**src/rtl/cal_date_counter_pkg.sv**
```systemverilog
// Shared calendar definitions for the RTC date path: field-select codes,
// month bounds and the month-length rule used by the date counter.
package rtc_pkg;

    localparam logic [1:0] SEL_DAY   = 2'd0;
    localparam logic [1:0] SEL_MONTH = 2'd1;
    localparam logic [1:0] SEL_YEAR  = 2'd2;
    localparam logic [1:0] SEL_NONE  = 2'd3;

    localparam logic [4:0] DAY_MIN   = 5'd1;
    localparam logic [3:0] MONTH_MIN = 4'd1;
    localparam logic [3:0] MONTH_MAX = 4'd12;

    // Leap years are every fourth year counted from a base of 2000.
    function automatic logic is_leap(input logic [1:0] year_lsb);
        return (year_lsb == 2'd0);
    endfunction

    function automatic logic [4:0] days_in_month(input logic [3:0] month,
                                                 input logic       leap);
        logic [4:0] lim;
        case (month)
            4'd4, 4'd6, 4'd9, 4'd11: lim = 5'd30;
            4'd2:                    lim = leap ? 5'd29 : 5'd28;
            default:                 lim = 5'd31;
        endcase
        return lim;
    endfunction

endpackage

```
**src/rtl/cal_date_counter_cnt.sv**
```systemverilog
// Up/down counter bounded by a fixed minimum and a run-time maximum, with
// selectable wrap/saturate at the bounds and a priority parallel load.
module bounded_updown_cnt #(
    parameter int W   = 5,
    parameter int MIN = 0
) (
    input  logic         clk,
    input  logic         rst,
    input  logic [W-1:0] max,
    input  logic         inc,
    input  logic         dec,
    input  logic         wrap,
    input  logic         load,
    input  logic [W-1:0] load_val,
    output logic [W-1:0] q,
    output logic [W-1:0] q_nxt,
    output logic         at_max
);

    localparam logic [W-1:0] MIN_V = W'(MIN);

    logic [W-1:0] cnt_q;
    logic [W-1:0] cnt_d;

    // A value above max counts as "at max" so a stale value can only be
    // wrapped back into range, never stepped further out of it.
    assign at_max = (cnt_q >= max);

    always_comb begin
        cnt_d = cnt_q;
        if (load) begin
            cnt_d = load_val;
        end else if (inc) begin
            if (at_max) begin
                cnt_d = wrap ? MIN_V : cnt_q;
            end else begin
                cnt_d = cnt_q + W'(1);
            end
        end else if (dec) begin
            if (cnt_q == MIN_V) begin
                cnt_d = wrap ? max : cnt_q;
            end else begin
                cnt_d = cnt_q - W'(1);
            end
        end
    end

    always_ff @(posedge clk or posedge rst) begin
        if (rst) begin
            cnt_q <= MIN_V;
        end else begin
            cnt_q <= cnt_d;
        end
    end

    assign q     = cnt_q;
    assign q_nxt = cnt_d;

endmodule

```
**src/rtl/cal_date_counter.sv**
```systemverilog
// Calendar date register (day/month/year) with per-field edit and run-mode
// day advance; enforces month lengths and leap years on every edge.
module cal_date_counter
    import rtc_pkg::*;
#(
    parameter int YEAR_W   = 7,
    parameter int YEAR_MAX = 99,
    parameter int WRAP     = 1
) (
    input  logic              clk,
    input  logic              rst,
    input  logic [1:0]        sel,
    input  logic              aumento,
    input  logic              disminuye,
    input  logic              day_tick,
    output logic [4:0]        day,
    output logic [3:0]        month,
    output logic [YEAR_W-1:0] year,
    output logic              year_wrap
);

    localparam logic [YEAR_W-1:0] YEAR_MAX_V = YEAR_W'(YEAR_MAX);
    localparam logic              WRAP_EN    = (WRAP != 0);

    logic              edit_day;
    logic              edit_month;
    logic              edit_year;
    logic              run_tick;
    logic              step_up;
    logic              step_dn;
    logic              field_wrap;

    logic [4:0]        day_q;
    logic [3:0]        month_q;
    logic [YEAR_W-1:0] year_q;
    logic [4:0]        unused_day_nxt;
    logic [3:0]        month_nxt;
    logic [YEAR_W-1:0] year_nxt;
    logic              day_at_max;
    logic              month_at_max;
    logic              year_at_max;

    logic [4:0]        lim_cur;
    logic [4:0]        lim_nxt;
    logic              clamp;

    logic              year_wrap_q;
    logic              year_wrap_d;

    assign edit_day   = (sel == SEL_DAY);
    assign edit_month = (sel == SEL_MONTH);
    assign edit_year  = (sel == SEL_YEAR);
    assign run_tick   = (sel == SEL_NONE) && day_tick;

    // aumento wins when both buttons are held.
    assign step_up    = aumento;
    assign step_dn    = !aumento && disminuye;

    // Run-mode carries always roll over; only user edits may saturate.
    assign field_wrap = (sel == SEL_NONE) ? 1'b1 : WRAP_EN;

    assign lim_cur = days_in_month(month_q, is_leap(year_q[1:0]));
    assign lim_nxt = days_in_month(month_nxt, is_leap(year_nxt[1:0]));

    // Editing month or year can shorten the month under the current day.
    assign clamp = (edit_month || edit_year) && (day_q > lim_nxt);

    bounded_updown_cnt #(
        .W   (5),
        .MIN (1)
    ) u_day (
        .clk      (clk),
        .rst      (rst),
        .max      (lim_cur),
        .inc      ((edit_day && step_up) || run_tick),
        .dec      (edit_day && step_dn),
        .wrap     (field_wrap),
        .load     (clamp),
        .load_val (lim_nxt),
        .q        (day_q),
        .q_nxt    (unused_day_nxt),
        .at_max   (day_at_max)
    );

    bounded_updown_cnt #(
        .W   (4),
        .MIN (1)
    ) u_month (
        .clk      (clk),
        .rst      (rst),
        .max      (MONTH_MAX),
        .inc      ((edit_month && step_up) || (run_tick && day_at_max)),
        .dec      (edit_month && step_dn),
        .wrap     (field_wrap),
        .load     (1'b0),
        .load_val (MONTH_MIN),
        .q        (month_q),
        .q_nxt    (month_nxt),
        .at_max   (month_at_max)
    );

    bounded_updown_cnt #(
        .W   (YEAR_W),
        .MIN (0)
    ) u_year (
        .clk      (clk),
        .rst      (rst),
        .max      (YEAR_MAX_V),
        .inc      ((edit_year && step_up) || (run_tick && day_at_max && month_at_max)),
        .dec      (edit_year && step_dn),
        .wrap     (field_wrap),
        .load     (1'b0),
        .load_val ('0),
        .q        (year_q),
        .q_nxt    (year_nxt),
        .at_max   (year_at_max)
    );

    assign year_wrap_d = run_tick && day_at_max && month_at_max && year_at_max;

    always_ff @(posedge clk or posedge rst) begin
        if (rst) begin
            year_wrap_q <= 1'b0;
        end else begin
            year_wrap_q <= year_wrap_d;
        end
    end

    assign day       = day_q;
    assign month     = month_q;
    assign year      = year_q;
    assign year_wrap = year_wrap_q;

endmodule

```
**config.mk**
```make
export PLATFORM = sky130hd
export DESIGN_NAME = cal_date_counter
export DESIGN_NICKNAME = d
export VERILOG_FILES = /design/src/rtl/cal_date_counter_pkg.sv /design/src/rtl/cal_date_counter_cnt.sv /design/src/rtl/cal_date_counter.sv
export SDC_FILE = /design/constraint.sdc
export NUM_CORES = 1
export LEC_CHECK = 0
export ABC_CLOCK_PERIOD_IN_PS = 5700
export BUFFER_PORTS_ARGS = -buffer_cell sky130_fd_sc_hd__buf_2
export CORE_MARGIN = 5
export CORE_UTILIZATION = 40
export DETAILED_ROUTE_END_ITERATION = 8
export GPL_ROUTABILITY_DRIVEN = 0
export HOLD_SLACK_MARGIN = 0.03
export PLACE_DENSITY_LB_ADDON = 0.15
export SLEW_MARGIN = 40
export SYNTH_ARGS = -nofsm -noshare
export SYNTH_HDL_FRONTEND = slang
export SYNTH_HIERARCHICAL = 1
export SYNTH_SLANG_ARGS = --single-unit
```
**constraint.sdc**
```tcl
create_clock -name clk -period 5.7 [get_ports clk]
set_clock_uncertainty 0.2 [all_clocks]
set_input_delay 0.855 -clock clk [delete_from_list [all_inputs] [get_ports clk]]
set_output_delay 0.855 -clock clk [all_outputs]
set_load 0.005 [all_outputs]
```
==> flow_summary.toml <==
[outcome]
run_status = "complete, no violations"

[floorplanning]
core_sq_um = 6350
io_pins = 24
dieArea_sq_um = 8216
die_x_um = 90.64
start_util_pct = 40.97
die_h_um = 90.64
rows = 29

[critical_path]
ff2ff_setup_slack_ps = 640
end_kind = "register"
timing.rr.start = "u_year/q[1]"
cp_top_family = "compound AO/OA/AOI/OAI gates"
worst_r2r_endpoint = "u_day/q[4]"
slowest_delay_ps = 510
r2r_cells = 20
crit_type = "register to register"
crit_start = "u_year/q[1]"
path_buf_inv = 1
path_max_fanout = 11
path_depth = 20
arrival_ps = 4980
cp_slowest_cell = "a221oi_1"
start_kind = "register"
required_ps = 5620
crit_path_cell_trace = "o21ai_0 > a211oi_1 > a31oi_1 > ha_1 > nand2b_1 > a31oi_2 > o21ai_4 > a32o_1 > nor2b_1 > a221oi_1 > o21ai_0 > a211oi_1 > a31oi_1 > ha_1 > a211oi_1 > buf_4 > or2_2 > a31oi_1 > a21oi_1 > o311ai_1"
crit_end = "u_day/q[4]"

[power]
combPwrFrac_pct = 56.1
switchingPower_w = 0.0003590
swShare_pct = 47.80
power.density_nw_per_um2 = 245.1
p_int_w = 0.0003919
leakagePower_nw = 1.534
power.share.clock_pct = 12.1
p_seq_share_pct = 31.7
peakVddDrop_uv = 174.8
power_w = 0.0007509

[global_route]
grt_pass1_vias = 2316
grt_pass1_wl_um = 11100
grt_overflow = 0
antenna_found_initial = 0
grt.total_usage_pct = 15.77
grt_max_degree = 16

[cts]
clk_pin_slew_ps = 70
cts_sinks = 17
hold_buffers = 0
root_buffer = "clkbuf_8"
cts_tree = "yes"
post_cts_buffers = 0
cts-buffers-inserted = 3
insertion_delay_ps = 250
clockBufferDepth = 2
cts_resized = 0
htree_num_levels = 1

[route]
avgViaCountPerCell = 5.143
final_antenna_net_count = 0
top_layer = "met4"
drt-met1-wl_um = 3272
wl_per_cell_um = 12.95
wl_met2_um = 2883
drt_iter0_drc = 111
num_vias = 2546
drc_errors = 0
firstDrtPassIters = 4
wl_met3_um = 237
routed_wirelength_um = 6412

[logic_synthesis]
netlist-cell-type-count = 76
synth_common_cells = "inv_1 (47), ha_1 (31), nand2_1 (19), o21ai_0 (18), nand3_1 (16)"
yosysMostFrequentCell = "inv_1"
synth.top_cell.area_share_pct = 14.91
ys_seq_area_share_pct = 16.45
ys_top_cells_by_area = "ha_1 (15%), dfrtp_1 (14%), inv_1 (6.8%)"
synth_top_area_cell = "ha_1"
synth_edf_count = 0
synth_top_flop_cell = "dfrtp_1"
syn_inst = 332
synth-async-reset-ratio_pct = 100.0
ys_warn_count = 6
syn_area_sq_um = 2601
syn_area_per_cell_sq_um = 7.835
ys_ff_latch = 17

[final_layout]
fillCellCount = 634
register_area_sq_um = 427.9
drive_above_1_share_pct = 12.20
antenna_cells = 0
layout.nets = 457
area_growth_pct = 17.80
multi_input_area_sq_um = 2182

[timing]
timing.hold.ws_ps = 264.6
finalCriticalPeriod_ps = 5064
hold_viol_final = 0
post-route-period-util_pct = 88.85
final-max-slew-violation-count = 0
final.setup.tns_ps = 0
tightest_slew_ps = 647.8
setup_viol = 0
slew_headroom_pct = 56.26
fmax_mhz = 197.5
rsz0062_at_grt = "false"

[placement]
dp_hpwl_um = 4997
port_buffers = 23

[hold_path]
min_path_type = "primary input to async pin"

[run]
cap_viol_max_count = 0
-- layer usage --
metal / vias up / global-route usage, %
li1: 1329 / -
met1: 1158 / 23.20
met2: 55 / 24.82
met3: 4 / 2.333
met4: 0 / 2.109
met5: - / 0
-- through the flow --
| step | util [%] | cell area, sq um | cells | worst slack (ps) |
|---|---|---|---|---|
| after global routing | 48.26 | 3064 | 495 | 235.4 |
| after detailed placement | 47.53 | 3018 | 491 | 719.9 |
| after floorplan | - | 2860 | 401 | 1146 |
| after CTS | 48.26 | 3064 | 495 | 698.3 |
| after global placement | 47.53 | 3018 | 491 | 785.0 |
| final | 48.26 | 3064 | 495 | 635.8 |
-- how the worst min path moves through the flow --
stage / start / endpoint / slack (ps)
2_1_floorplan: rst / year_wrap / 380
3_3_place_gp: u_month/q[0] / u_month/q[0] / 490
3_5_place_dp: rst / year_wrap / 530
4_1_cts: rst / year_wrap / 260
5_1_grt: rst / year_wrap / 270
6_report: rst / year_wrap / 260
-- cells by family after synthesis --
logic type | share of synthesized area, %
other | 0.2887
multiplexers | 4.906
XOR/XNOR | 1.347
buffers and inverters | 9.620
flip-flops | 16.45
AO/OA/AOI/OAI | 26.46
adder cells (fa/ha/maj) | 14.91
AND/OR/NAND/NOR | 26.02
-- state kept, by name, summed over array words and instances, names as in the netlist --
| register | flops |
|---|---|
| u_day/q | 5 |
| u_month/q | 4 |
| u_year/q | 7 |
| year_wrap | 1 |
-- final cells by class --
cell class	instances	area share [%]
Multi-Input combinational cell	324	71.21
Clock buffer	3	1.347
Timing Repair Buffer	25	4.247
Inverter	48	5.921
Tap cell	77	3.144
Sequential cell	17	13.96
Clock inverter	1	0.1633
-- cells in the final DEF, fill, tap and decap left out, types with 3 or more instances in the layout --
| cell type | instances |
|---|---|
| clkbuf_8 | 3 |
| and3_1 | 3 |
| nor2_1 | 15 |
| nand4_1 | 8 |
| o21ai_0 | 18 |
| a211oi_1 | 6 |
| nand2_1 | 19 |
| inv_1 | 47 |
| a311oi_1 | 4 |
| nand3_1 | 16 |
| mux2i_1 | 9 |
| nand2b_1 | 6 |
| o211ai_1 | 3 |
| conb_1 | 71 |
| a221oi_2 | 3 |
| o31ai_1 | 5 |
| nand3b_1 | 4 |
| nor2b_1 | 10 |
| a31oi_1 | 10 |
| and2_1 | 6 |
| dfrtp_1 | 15 |
| a21oi_1 | 14 |
| o311ai_0 | 3 |
| ha_1 | 31 |
| xor2_1 | 3 |
| o221ai_1 | 3 |
| buf_2 | 23 |
| nor3_1 | 5 |
-- power by group through the flow --
stage / Clock (W) / Sequential [W] / Combinational [W]
6_report: 0.0000910 / 0.000238 / 0.000422
5_1_grt: 0.0000994 / 0.000249 / 0.000479
4_1_cts: 0.0000941 / 0.000239 / 0.000417
3_5_place_dp: 0 / 0.000241 / 0.000415
3_3_place_gp: 0 / 0.000239 / 0.000411
2_1_floorplan: 0 / 0.000201 / 0.000353
(Power assumes the default switching activity.)
